===== src/rtl/fb_scanout_if.sv =====
// fb_scanout_if: the bus signals around the framebuffer scan-out engine.
//   - Write port from the line writer: wr_req / wr_addr / wr_data in, wr_ack out.
//   - Single-port framebuffer RAM: ram_addr / ram_wdata / ram_wen out,
//     ram_rdata in (returns a fixed number of cycles after its address).
//   - Pixel stream to the LCD driver: pix_data / pix_valid / pix_sof / pix_eol
//     out, pix_ready in.
// The master modport is the scan-out engine; the slave modport is everything
// around it (line writer, RAM and LCD driver).
interface fb_scanout_if #(
  parameter int DATA_W = 8,
  parameter int ADDR_W = 17
) ();

  logic              wr_req;
  logic [ADDR_W-1:0] wr_addr;
  logic [DATA_W-1:0] wr_data;
  logic              wr_ack;

  logic [ADDR_W-1:0] ram_addr;
  logic [DATA_W-1:0] ram_wdata;
  logic              ram_wen;
  logic [DATA_W-1:0] ram_rdata;

  logic [DATA_W-1:0] pix_data;
  logic              pix_valid;
  logic              pix_ready;
  logic              pix_sof;
  logic              pix_eol;

  modport master (
    input  wr_req, wr_addr, wr_data, ram_rdata, pix_ready,
    output wr_ack, ram_addr, ram_wdata, ram_wen,
    output pix_data, pix_valid, pix_sof, pix_eol
  );

  modport slave (
    output wr_req, wr_addr, wr_data, ram_rdata, pix_ready,
    input  wr_ack, ram_addr, ram_wdata, ram_wen,
    input  pix_data, pix_valid, pix_sof, pix_eol
  );

endinterface


===== src/rtl/fb_scanout.sv =====
// fb_scanout: reads the H_RES x V_RES framebuffer in raster order, starting at
// a programmable top row that wraps circularly, and streams the pixels out
// over valid/ready. The same single RAM port also serves the line writer.
// Ports:
//   clk, reset   system clock, synchronous active-high reset
//   start        one-cycle pulse, begins a frame (only honoured when idle)
//   top_row      first displayed row, latched on an accepted start
//   busy         high while a frame is being read or drained
//   bus          fb_scanout_if.master: write port, RAM port, pixel stream
module fb_scanout #(
  parameter int DATA_W = 8,
  parameter int ADDR_W = 17,
  parameter int H_RES  = 320,
  parameter int V_RES  = 240,
  parameter int RD_LAT = 2,
  parameter int FIFO_D = 4
) (
  input  logic         clk,
  input  logic         reset,
  input  logic         start,
  input  logic [7:0]   top_row,
  output logic         busy,
  fb_scanout_if.master bus
);

  localparam int COL_W = (H_RES > 1) ? $clog2(H_RES) : 1;
  localparam int ROW_W = (V_RES > 1) ? $clog2(V_RES) : 1;
  localparam int PTR_W = (FIFO_D > 1) ? $clog2(FIFO_D) : 1;
  localparam int CNT_W = PTR_W + 1;
  localparam int ENT_W = DATA_W + 2;

  localparam logic [COL_W-1:0]  COL_LAST  = COL_W'(H_RES - 1);
  localparam logic [ROW_W-1:0]  ROW_LAST  = ROW_W'(V_RES - 1);
  localparam logic [ADDR_W-1:0] ROW_STEP  = ADDR_W'(H_RES);
  localparam logic [ADDR_W-1:0] FRAME_PIX = ADDR_W'(H_RES * V_RES);
  localparam int unsigned       V_RES_U   = V_RES;
  localparam int unsigned       FIFO_D_U  = FIFO_D;

  typedef enum logic [1:0] {
    S_IDLE,
    S_SCAN,
    S_DRAIN
  } state_t;

  // Row start address as a sum of shifted copies of the row, one per set bit
  // of H_RES (for 320 that is row<<8 + row<<6), so no multiplier is built.
  function automatic logic [ADDR_W-1:0] row_base(input logic [7:0] row);
    logic [ADDR_W-1:0] acc;
    acc = '0;
    for (int b = 0; b < ADDR_W; b++) begin
      if (H_RES[b]) acc = acc + (ADDR_W'(row) << b);
    end
    return acc;
  endfunction

  state_t             state_q, state_d;
  logic [ADDR_W-1:0]  base_q;
  logic [ADDR_W-1:0]  last_rd_addr_q;
  logic [COL_W-1:0]   col_q;
  logic [ROW_W-1:0]   row_q;
  logic               prev_write_q;

  // Read tags travel alongside the RAM pipeline; stage RD_LAT-1 lines up
  // with ram_rdata.
  logic [RD_LAT-1:0]  tag_v_q;
  logic [RD_LAT-1:0]  tag_sof_q;
  logic [RD_LAT-1:0]  tag_eol_q;

  logic [ENT_W-1:0]   fifo_mem [FIFO_D];
  logic [PTR_W-1:0]   wr_ptr_q, rd_ptr_q;
  logic [CNT_W-1:0]   count_q;

  int unsigned        inflight;
  logic               read_wanted;
  logic               wr_ack;
  logic               rd_issue;
  logic [ADDR_W-1:0]  rd_addr;
  logic [ADDR_W-1:0]  base_step;
  logic [ADDR_W-1:0]  base_next;
  logic               col_last;
  logic               row_last;
  logic               start_accept;
  logic [7:0]         row_ptr;
  logic               push;
  logic               pop;
  logic               fifo_empty;
  logic [ENT_W-1:0]   head;

  // NOTE: every always_comb output gets a default first, so no path through
  // the block can leave a variable unassigned and infer a latch.
  always_comb begin
    inflight = 0;
    for (int i = 0; i < RD_LAT; i++) begin
      inflight = inflight + {31'b0, tag_v_q[i]};
    end
  end

  // Credit check: reads in flight plus buffered pixels never exceed the FIFO,
  // so a returning read always has a slot.
  assign read_wanted = (state_q == S_SCAN) &&
                       ((inflight + 32'(count_q)) < FIFO_D_U);
  // Writes win, except right after a granted write when a read is pending;
  // that keeps both sides moving when the writer never lets go.
  assign wr_ack      = bus.wr_req && !(prev_write_q && read_wanted);
  assign rd_issue    = read_wanted && !wr_ack;

  assign rd_addr     = base_q + ADDR_W'(col_q);
  assign col_last    = (col_q == COL_LAST);
  assign row_last    = (row_q == ROW_LAST);
  assign base_step   = base_q + ROW_STEP;
  assign base_next   = (base_step >= FRAME_PIX) ? '0 : base_step;

  assign start_accept = (state_q == S_IDLE) && start;
  assign row_ptr      = (32'(top_row) >= V_RES_U) ? 8'd0 : top_row;

  assign fifo_empty  = (count_q == '0);
  assign head        = fifo_mem[rd_ptr_q];
  assign push        = tag_v_q[RD_LAT-1];
  assign pop         = bus.pix_valid && bus.pix_ready;

  // RAM port: a granted write owns it; otherwise it shows the read address,
  // holding the last one while no read is issued.
  assign bus.wr_ack    = wr_ack;
  assign bus.ram_wen   = wr_ack;
  assign bus.ram_wdata = wr_ack ? bus.wr_data : '0;
  assign bus.ram_addr  = wr_ack   ? bus.wr_addr :
                         rd_issue ? rd_addr     : last_rd_addr_q;

  // Head fields are masked while empty so outputs read zero after reset even
  // though the storage itself is never cleared.
  assign bus.pix_valid = !fifo_empty;
  assign bus.pix_data  = fifo_empty ? '0 : head[DATA_W-1:0];
  assign bus.pix_sof   = !fifo_empty && head[DATA_W+1];
  assign bus.pix_eol   = !fifo_empty && head[DATA_W];

  assign busy = (state_q != S_IDLE);

  always_comb begin
    state_d = state_q;
    unique case (state_q)
      S_IDLE:  if (start) state_d = S_SCAN;
      S_SCAN:  if (rd_issue && col_last && row_last) state_d = S_DRAIN;
      S_DRAIN: if ((inflight == 0) && fifo_empty) state_d = S_IDLE;
      default: state_d = S_IDLE;
    endcase
  end

  // NOTE: sequential state uses non-blocking assignments so every register
  // samples the pre-edge values regardless of statement order.
  always_ff @(posedge clk) begin
    if (reset) state_q <= S_IDLE;
    else       state_q <= state_d;
  end

  // Address generation. The row counter, not the wrapping base, ends the
  // frame, so a frame starting mid-buffer still reads exactly V_RES rows.
  always_ff @(posedge clk) begin
    if (reset) begin
      base_q         <= '0;
      col_q          <= '0;
      row_q          <= '0;
      last_rd_addr_q <= '0;
      prev_write_q   <= 1'b0;
    end else begin
      prev_write_q <= wr_ack;
      if (start_accept) begin
        base_q <= row_base(row_ptr);
        col_q  <= '0;
        row_q  <= '0;
      end else if (rd_issue) begin
        last_rd_addr_q <= rd_addr;
        if (col_last) begin
          col_q  <= '0;
          base_q <= base_next;
          row_q  <= row_last ? '0 : row_q + ROW_W'(1);
        end else begin
          col_q <= col_q + COL_W'(1);
        end
      end
    end
  end

  // Clearing the valid tags on reset is what discards RAM data still in the
  // pipeline from an aborted frame.
  always_ff @(posedge clk) begin
    if (reset) begin
      tag_v_q   <= '0;
      tag_sof_q <= '0;
      tag_eol_q <= '0;
    end else begin
      tag_v_q[0]   <= rd_issue;
      tag_sof_q[0] <= rd_issue && (col_q == '0) && (row_q == '0);
      tag_eol_q[0] <= rd_issue && col_last;
      for (int i = 1; i < RD_LAT; i++) begin
        tag_v_q[i]   <= tag_v_q[i-1];
        tag_sof_q[i] <= tag_sof_q[i-1];
        tag_eol_q[i] <= tag_eol_q[i-1];
      end
    end
  end

  // NOTE: FIFO storage has no reset; the pointers and count define which
  // entries are meaningful, so clearing the array would only add logic.
  always_ff @(posedge clk) begin
    if (push) begin
      fifo_mem[wr_ptr_q] <= {tag_sof_q[RD_LAT-1], tag_eol_q[RD_LAT-1], bus.ram_rdata};
    end
  end

  always_ff @(posedge clk) begin
    if (reset) begin
      wr_ptr_q <= '0;
      rd_ptr_q <= '0;
      count_q  <= '0;
    end else begin
      if (push) wr_ptr_q <= wr_ptr_q + PTR_W'(1);
      if (pop)  rd_ptr_q <= rd_ptr_q + PTR_W'(1);
      unique case ({push, pop})
        2'b10:   count_q <= count_q + CNT_W'(1);
        2'b01:   count_q <= count_q - CNT_W'(1);
        default: count_q <= count_q;
      endcase
    end
  end

endmodule

===== src/flat_wrapper.sv =====
// flat-port wrapper written by rule: the top's interface ports become plain ports
module fb_scanout_flat 
#(
  parameter int DATA_W = 8,
  parameter int ADDR_W = 17,
  parameter int H_RES  = 320,
  parameter int V_RES  = 240,
  parameter int RD_LAT = 2,
  parameter int FIFO_D = 4
)
  (clk, reset, start, top_row, busy, bus_wr_req, bus_wr_addr, bus_wr_data, bus_ram_rdata, bus_pix_ready, bus_wr_ack, bus_ram_addr, bus_ram_wdata, bus_ram_wen, bus_pix_data, bus_pix_valid, bus_pix_sof, bus_pix_eol);
  fb_scanout_if #(.DATA_W(DATA_W), .ADDR_W(ADDR_W)) bus_i ();
  input  logic clk;
  input  logic reset;
  input  logic start;
  input  logic [7:0] top_row;
  output logic busy;
  input wire logic [$bits(bus_i.wr_req)-1:0] bus_wr_req;
  input wire logic [$bits(bus_i.wr_addr)-1:0] bus_wr_addr;
  input wire logic [$bits(bus_i.wr_data)-1:0] bus_wr_data;
  input wire logic [$bits(bus_i.ram_rdata)-1:0] bus_ram_rdata;
  input wire logic [$bits(bus_i.pix_ready)-1:0] bus_pix_ready;
  output wire logic [$bits(bus_i.wr_ack)-1:0] bus_wr_ack;
  output wire logic [$bits(bus_i.ram_addr)-1:0] bus_ram_addr;
  output wire logic [$bits(bus_i.ram_wdata)-1:0] bus_ram_wdata;
  output wire logic [$bits(bus_i.ram_wen)-1:0] bus_ram_wen;
  output wire logic [$bits(bus_i.pix_data)-1:0] bus_pix_data;
  output wire logic [$bits(bus_i.pix_valid)-1:0] bus_pix_valid;
  output wire logic [$bits(bus_i.pix_sof)-1:0] bus_pix_sof;
  output wire logic [$bits(bus_i.pix_eol)-1:0] bus_pix_eol;
  assign bus_i.wr_req = bus_wr_req;
  assign bus_i.wr_addr = bus_wr_addr;
  assign bus_i.wr_data = bus_wr_data;
  assign bus_i.ram_rdata = bus_ram_rdata;
  assign bus_i.pix_ready = bus_pix_ready;
  assign bus_wr_ack = bus_i.wr_ack;
  assign bus_ram_addr = bus_i.ram_addr;
  assign bus_ram_wdata = bus_i.ram_wdata;
  assign bus_ram_wen = bus_i.ram_wen;
  assign bus_pix_data = bus_i.pix_data;
  assign bus_pix_valid = bus_i.pix_valid;
  assign bus_pix_sof = bus_i.pix_sof;
  assign bus_pix_eol = bus_i.pix_eol;
  fb_scanout #(.DATA_W(DATA_W), .ADDR_W(ADDR_W), .H_RES(H_RES), .V_RES(V_RES), .RD_LAT(RD_LAT), .FIFO_D(FIFO_D)) u_core (.clk(clk), .reset(reset), .start(start), .top_row(top_row), .busy(busy), .bus(bus_i));
endmodule

===== config.mk =====
export PLATFORM = sky130hd
export DESIGN_NAME = fb_scanout_flat
export DESIGN_NICKNAME = d
export VERILOG_FILES = /design/src/rtl/fb_scanout_if.sv /design/src/rtl/fb_scanout.sv /design/src/flat_wrapper.sv
export SDC_FILE = /design/constraint.sdc
export NUM_CORES = 1
export LEC_CHECK = 0
export CAP_MARGIN = 30
export CORE_MARGIN = 5
export CORE_UTILIZATION = 34
export CTS_CLUSTER_SIZE = 20
export DETAILED_ROUTE_END_ITERATION = 6
export SLEW_MARGIN = 20
export SYNTH_ARGS = -nofsm -noshare
export SYNTH_HDL_FRONTEND = slang
export SYNTH_SLANG_ARGS = --single-unit

===== constraint.sdc =====
create_clock -name clk -period 2.4 [get_ports clk]
set_input_delay 0.24 -clock clk [delete_from_list [all_inputs] [get_ports clk]]
set_output_delay 0.24 -clock clk [all_outputs]
set_load 0.01 [all_outputs]

# After elaboration in Yosys (flattened, before gate mapping)
# Memories as Yosys holds them, arrays and structs flattened. A register that Yosys moved wholly into a read port is not among the register bits.
# Cells that the tools add are included.
[classes]
add_sub_neg = 11
n_lt_le_gt_ge = 3
reduce_logical = 29
n_eq_ne = 9
mux = 22
[ops]
columns = ["operator", "n"]
rows = [
  ["$mux W17", 8],
  ["$add A32 B3 Y32", 1],
  ["$logic_not A32 Y1", 1],
  ["$lt A32 B3 Y1 const B", 1],
  ["$mux W8", 4],
  ["$add A17 B16 Y17", 1],
  ["$add A17 B9 Y17", 1],
  ["$add A17 B9 Y17 const B", 1],
  ["$ge A17 B17 Y1 const B", 1],
  ["$logic_and A1 B1 Y1", 13],
  ["$mux W2", 5],
  ["$add A9 B1 Y9 const B", 1],
  ["$eq A9 B9 Y1 const B", 1],
  ["$logic_not A9 Y1", 1],
  ["$mux W9", 1],
  ["$add A8 B1 Y8 const B", 1],
  ["$eq A8 B8 Y1 const B", 1],
  ["$ge A8 B8 Y1 const B", 1],
  ["$logic_not A8 Y1", 1],
  ["$reduce_bool A2 Y1", 4],
  ["$pmux W2 S3", 1],
  ["$pmux W3 S2", 1],
  ["$add A2 B1 Y2 const B", 2],
  ["$eq A2 B1 Y1 const B", 2],
  ["13 further kinds", 19],
]
[word_totals]
ram_bits = 40
n_memories = 1
input_bits = 46
ff_bits = 67
[mem_list]
columns = ["memory", "words", "width", "rd", "rd_clocked_by_memory_dff", "wr", "line", "source"]
rows = [
  ["u_core.fifo_mem", 4, 10, 1, 1, 1, "fb_scanout.sv:69", "logic [ENT_W-1:0] fifo_mem [FIFO_D];"],
]

# Logic depth before layout (Yosys ltp)
[depth]
depth_word = 13
depth_mapped = 10

# Worst setup path after synthesis
# Ideal clock, no wire load.
[synth_path]
kind = "reg-to-output"
start = "register u_core.tag_v_q[1]"
end = "output bus_ram_addr[7]"
required_time_ns = 2.160
stages_incl_launch_ff = 9
arrival_time_ns = 2.077
slack_ns = 0.083
path_buffers = 1
path_cell_list = "dfxtp_1 ha_1 ha_1 nor4b_2 nand3_1 nand2_1 inv_1 buf_2 o21ai_0"
[synth_via]
elab_chain_len = 11
[synth_rtl]
columns = ["element", "line", "source"]
rows = [
  ["start: declaration", "fb_scanout.sv:65", "logic [RD_LAT-1:0] tag_v_q;"],
  ["start signal: indexed assignment", "fb_scanout.sv:195", "tag_v_q[i] <= tag_v_q[i-1];"],
  ["$add A1 B1 Y2 (*)", "fb_scanout.sv:94", "inflight = inflight + {31'b0, tag_v_q[i]};"],
  ["$add A32 B3 Y32 (*)", "fb_scanout.sv:101", "((inflight + 32'(count_q)) < FIFO_D_U);"],
  ["$lt A32 B3 Y1 (*)", "fb_scanout.sv:101", ""],
  ["$logic_and A1 B1 Y1 (*)", "fb_scanout.sv:100", "assign read_wanted = (state_q == S_SCAN) &&"],
  ["$logic_and A1 B1 Y1 (*)", "fb_scanout.sv:104", "assign wr_ack = bus.wr_req && !(prev_write_q && read_wanted);"],
  ["$logic_not A1 Y1 (*)", "fb_scanout.sv:104", ""],
  ["$logic_and A1 B1 Y1 (*)", "fb_scanout.sv:104", ""],
  ["via bus_ram_wen", "flat_wrapper.sv:26", "output wire logic [$bits(bus_i.ram_wen)-1:0] bus_ram_wen;"],
  ["$logic_not A1 Y1", "fb_scanout.sv:105", "assign rd_issue = read_wanted && !wr_ack;"],
  ["$logic_and A1 B1 Y1", "fb_scanout.sv:105", ""],
  ["$mux W17", "-", ""],
  ["$mux W17 (*)", "fb_scanout.sv:126", "assign bus.ram_addr = wr_ack ? bus.wr_addr :"],
  ["end: declaration", "flat_wrapper.sv:24", "output wire logic [$bits(bus_i.ram_addr)-1:0] bus_ram_addr;"],
]
# Mark *: on every way through the listed nets, which the timed path passes. The rest lies on a longest branch.

# Worst setup path in the final report
[layout_path]
start = "register u_core.tag_v_q[1]"
end = "output bus_ram_addr[8]"
[layout_via]
elab_chain_len = 11
[layout_rtl]
columns = ["element", "line"]
rows = [
  ["$add A1 B1 Y2 (*)", "fb_scanout.sv:94"],
  ["$add A32 B3 Y32 (*)", "fb_scanout.sv:101"],
  ["$lt A32 B3 Y1 (*)", "fb_scanout.sv:101"],
  ["$logic_and A1 B1 Y1 (*)", "fb_scanout.sv:100"],
  ["$logic_and A1 B1 Y1", "fb_scanout.sv:104"],
  ["$logic_not A1 Y1", "fb_scanout.sv:104"],
  ["$logic_and A1 B1 Y1", "fb_scanout.sv:104"],
  ["$logic_not A1 Y1", "fb_scanout.sv:105"],
  ["$logic_and A1 B1 Y1", "fb_scanout.sv:105"],
  ["$mux W17", "-"],
  ["$mux W17 (*)", "fb_scanout.sv:126"],
]
# Every way passes the cells marked *; elsewhere a longest branch is shown, timed or not.

==> flow_metrics.tcl <==
set metrics [dict create \
    postRouteWirelength_mm 14.4 \
    final.period_utilization_pct 105 \
    worst_slew_pin_slew_ps 544 \
    timing.critical_path.slowest_stage_cell "sky130_fd_sc_hd__dfxtp_2" \
    critical_path.n_buffers_inverters 3 \
    worst_setup_hold_path_clk_slew_ps 70 \
    netlist-cell-type-count 61 \
    static-leakage-power_nw 3.17 \
    grt_usage_pct 15.4 \
    ys_top_cells_by_count "sky130_fd_sc_hd__nor2_1, sky130_fd_sc_hd__dfxtp_1, sky130_fd_sc_hd__edfxtp_1" \
    crit_path_frequent_cell "sky130_fd_sc_hd__ha_4" \
    clock-skew-final_ps 7.91 \
    die_h_microns 137 \
    yosys.area.top_type "sky130_fd_sc_hd__dfxtp_1" \
    synth.cell_area_sq_mm 0.00545 \
    grt_antenna_before_repair 0 \
    critical_path.max_fanout 5 \
    critical_path_arrival_ps 2270 \
    slew_headroom_pct 63.7 \
    final_antenna_net_count 0 \
    multi_input_area_sq_mm 0.00331 \
    clk_path_buf_depth 2 \
    initial_core_util_pct 34.4 \
    synth_top_cell_area_share_pct 23.2 \
    ys_warnings 0 \
    worst_skew_pair.late_latency_ps 340 \
    first_global_vias 4919 \
    asyncSetResetFlopFracSynth_pct 0 \
    pin_count 85 \
    grt_start_max_net_pins 22 \
    max-cap-violations 0 \
    ir_worst_vdd_mv 0.435 \
    outcome "finished, violations left" \
    synth.yosys.seq_area_share_pct 45.2 \
    fraction_of_final_layout_cells_with_drive_strength_greater_than_1_pct 35.7 \
    routedWlPerCell_microns 15.3 \
    syn-instance-count 551 \
    dieWidth_microns 137 \
    setup_viol 17 \
    critPathLaunchType "register" \
    post_synth_main_area_contributors "sky130_fd_sc_hd__dfxtp_1, sky130_fd_sc_hd__edfxtp_1, sky130_fd_sc_hd__nor2_1" \
    path_class "reg2out" \
    mappedNetlistNets 622 \
    grt_overflow 0 \
    cp_top_family "buffers and inverters" \
    grt_setup_unrepaired "true" \
    yosys_most_used_dff "sky130_fd_sc_hd__dfxtp_1" \
    yosys.cell_count.top_type "sky130_fd_sc_hd__nor2_1" \
    fp.coreArea_sq_mm 0.0158 \
    finish.net_count 791 \
    cts_made_buffers 9 \
    timing.final.crit_period_ps 2510 \
    powerDensity_mw_per_mm2 534 \
    timing_hold_violations_final 0 \
    placed_cell_area_sq_mm 0.00708 \
    worstSetupEndpointType "output port" \
    post_route_setup_slack_ps -111 \
    required_ps 2160 \
    place_ws_ps -537 \
    detailedRoute.firstIterationViolations 211 \
    via_per_inst 4.99 \
    synth.avg_cell_area_sq_um 9.88 \
    max_stage_delay_ps 330 \
    worstSetupPathDepth 9 \
    cts_tree "built" \
    violations "setup timing" \
    critical_path.cell_chain "ha_4 > ha_4 > nor4b_4 > buf_4 > and3_4 > buf_12 > mux2i_4 > a21oi_2 > buf_2" \
    die_area_sq_mm 0.0187 \
    tritoncts_num_sinks 103 \
    synth-seq-cells 103 \
    io_buffers 84 \
    final_max_slew_viol_count 0 \
    holdCritPathClass "in2reg" \
    h_tree_depth 3 \
    synth-edff-count 40 \
    place_hpwl_mm 10.4 \
    grt_first_pass_wirelength_mm 23.2 \
    total_power_mw 4.34 \
    gp_congestion 0.786 \
    final-seq-area_sq_mm 0.00247 \
    drtPass1Iterations 4 \
    num-fill-cells 1413 \
    vias 4698 \
    fp-row-count 46 \
    antenna_cells_inserted 0 \
    layout-area-overhead-vs-synth_pct 49.3 \
    clock.fmax_mhz 398 \
    setup_total_negative_slack_ps -1350 \
    fin_area_sq_mm 0.00813 \
    utilization_pct 51.4 \
    timing.reg2reg.worst_path_depth 12 \
    route.detailed.drc 0 \
    cts-root-buf "sky130_fd_sc_hd__clkbuf_16" \
    worst_hold_path.num_cells 2 \
]
sequential cells by signal (all words and copies together) (netlist names), named ones only:
name and cells:
u_core.fifo_mem 40, u_core.col_q 9, u_core.tag_eol_q 2, u_core.row_q 8
u_core.count_q 3, u_core.base_q 11, u_core.prev_write_q 1, u_core.tag_v_q 2
u_core.last_rd_addr_q 17, u_core.tag_sof_q 2, u_core.wr_ptr_q 2, u_core.state_q 2
u_core.rd_ptr_q 2
layout make-up:
cell class                 instances  area share [%]
timing repair buffer             186            20.9
clock inverter                     6           0.662
tap                              216            3.32
sequential                       103            30.4
inverter                          22            1.17
multi-input combinational        398            40.7
clock buffer                      10            2.82
layout by cell type, fill, tap and decap left out, types with 7 or more instances in the layout:
| cell type | synthesis | final |
|---|---|---|
| sky130_fd_sc_hd__inv_1 | 22 | 20 |
| sky130_fd_sc_hd__ha_1 | 23 | 17 |
| sky130_fd_sc_hd__buf_6 | 2 | 19 |
| sky130_fd_sc_hd__edfxtp_1 | 40 | 40 |
| sky130_fd_sc_hd__a21oi_1 | 29 | 16 |
| sky130_fd_sc_hd__and3_1 | 10 | 8 |
| sky130_fd_sc_hd__nand2_1 | 34 | 24 |
| sky130_fd_sc_hd__buf_2 | 8 | 22 |
| sky130_fd_sc_hd__and2_1 | 26 | 22 |
| sky130_fd_sc_hd__clkbuf_16 | 0 | 9 |
| sky130_fd_sc_hd__nor3_1 | 13 | 12 |
| sky130_fd_sc_hd__nand4_1 | 13 | 13 |
| sky130_fd_sc_hd__buf_4 | 4 | 78 |
| sky130_fd_sc_hd__nor2b_1 | 7 | 7 |
| sky130_fd_sc_hd__nand3_1 | 11 | 8 |
| sky130_fd_sc_hd__nor2_2 | 0 | 9 |
| sky130_fd_sc_hd__nor2_1 | 78 | 62 |
| sky130_fd_sc_hd__mux4_2 | 10 | 10 |
| sky130_fd_sc_hd__xor2_1 | 19 | 19 |
| sky130_fd_sc_hd__nand2_4 | 0 | 7 |
| sky130_fd_sc_hd__clkdlybuf4s50_1 | 0 | 52 |
| sky130_fd_sc_hd__xnor2_1 | 20 | 18 |
| sky130_fd_sc_hd__nor2_4 | 0 | 7 |
| sky130_fd_sc_hd__o21ai_0 | 20 | 10 |
| sky130_fd_sc_hd__a21oi_2 | 2 | 11 |
| sky130_fd_sc_hd__dfxtp_1 | 63 | 59 |
kinds of logic after synthesis:
| family | count (synthesis) | synth area share, % |
|---|---|---|
| other cells | 1 | 0.0689 |
| flops | 103 | 45.2 |
| simple gates | 215 | 20.0 |
| mux | 21 | 6.25 |
| fa+ha+maj | 25 | 6.02 |
| xor+xnor | 39 | 6.27 |
| compound gates | 97 | 12.0 |
| buf+inv | 50 | 4.18 |
worst paths after layout:
path              slack (ps)                start                       end
setup / recovery        -110    u_core.tag_v_q[1]           bus_ram_addr[8]
hold / removal           330                reset  u_core.last_rd_addr_q[0]
setup reg to reg          20    u_core.tag_v_q[1]           u_core.row_q[6]
hold reg to reg          440  u_core.tag_eol_q[0]       u_core.tag_eol_q[1]
power by group:
part           switching (mW)  internal [mW]  total [mW]  leakage, nW
logic                   0.487          0.567        1.05         2.15
registers              0.0492           1.86        1.91        0.879
clock network           0.656          0.723        1.38        0.136
total                    1.19           3.15        4.34         3.17
per-layer routing:
metal	wire length, microns	GRT usage [%]
met1	5560	17.3
met2	8040	29.4
met3	599	3.31
met4	182	3.98
met5	0	0
through the flow:
step,instances,hold slack (ps)
floorplan,551,339
global placement,907,427
detailed placement,907,431
CTS,940,315
global route,941,335
finish,941,326
timing repair:
item	CTS	global route
resized for setup	201	79
pin swaps	44	30
setup endpoints to repair	54	59
hold buffers	0	0
buffers inserted	14	4
cloned	3	0
Note: power is estimated with default switching activity, not from simulation.
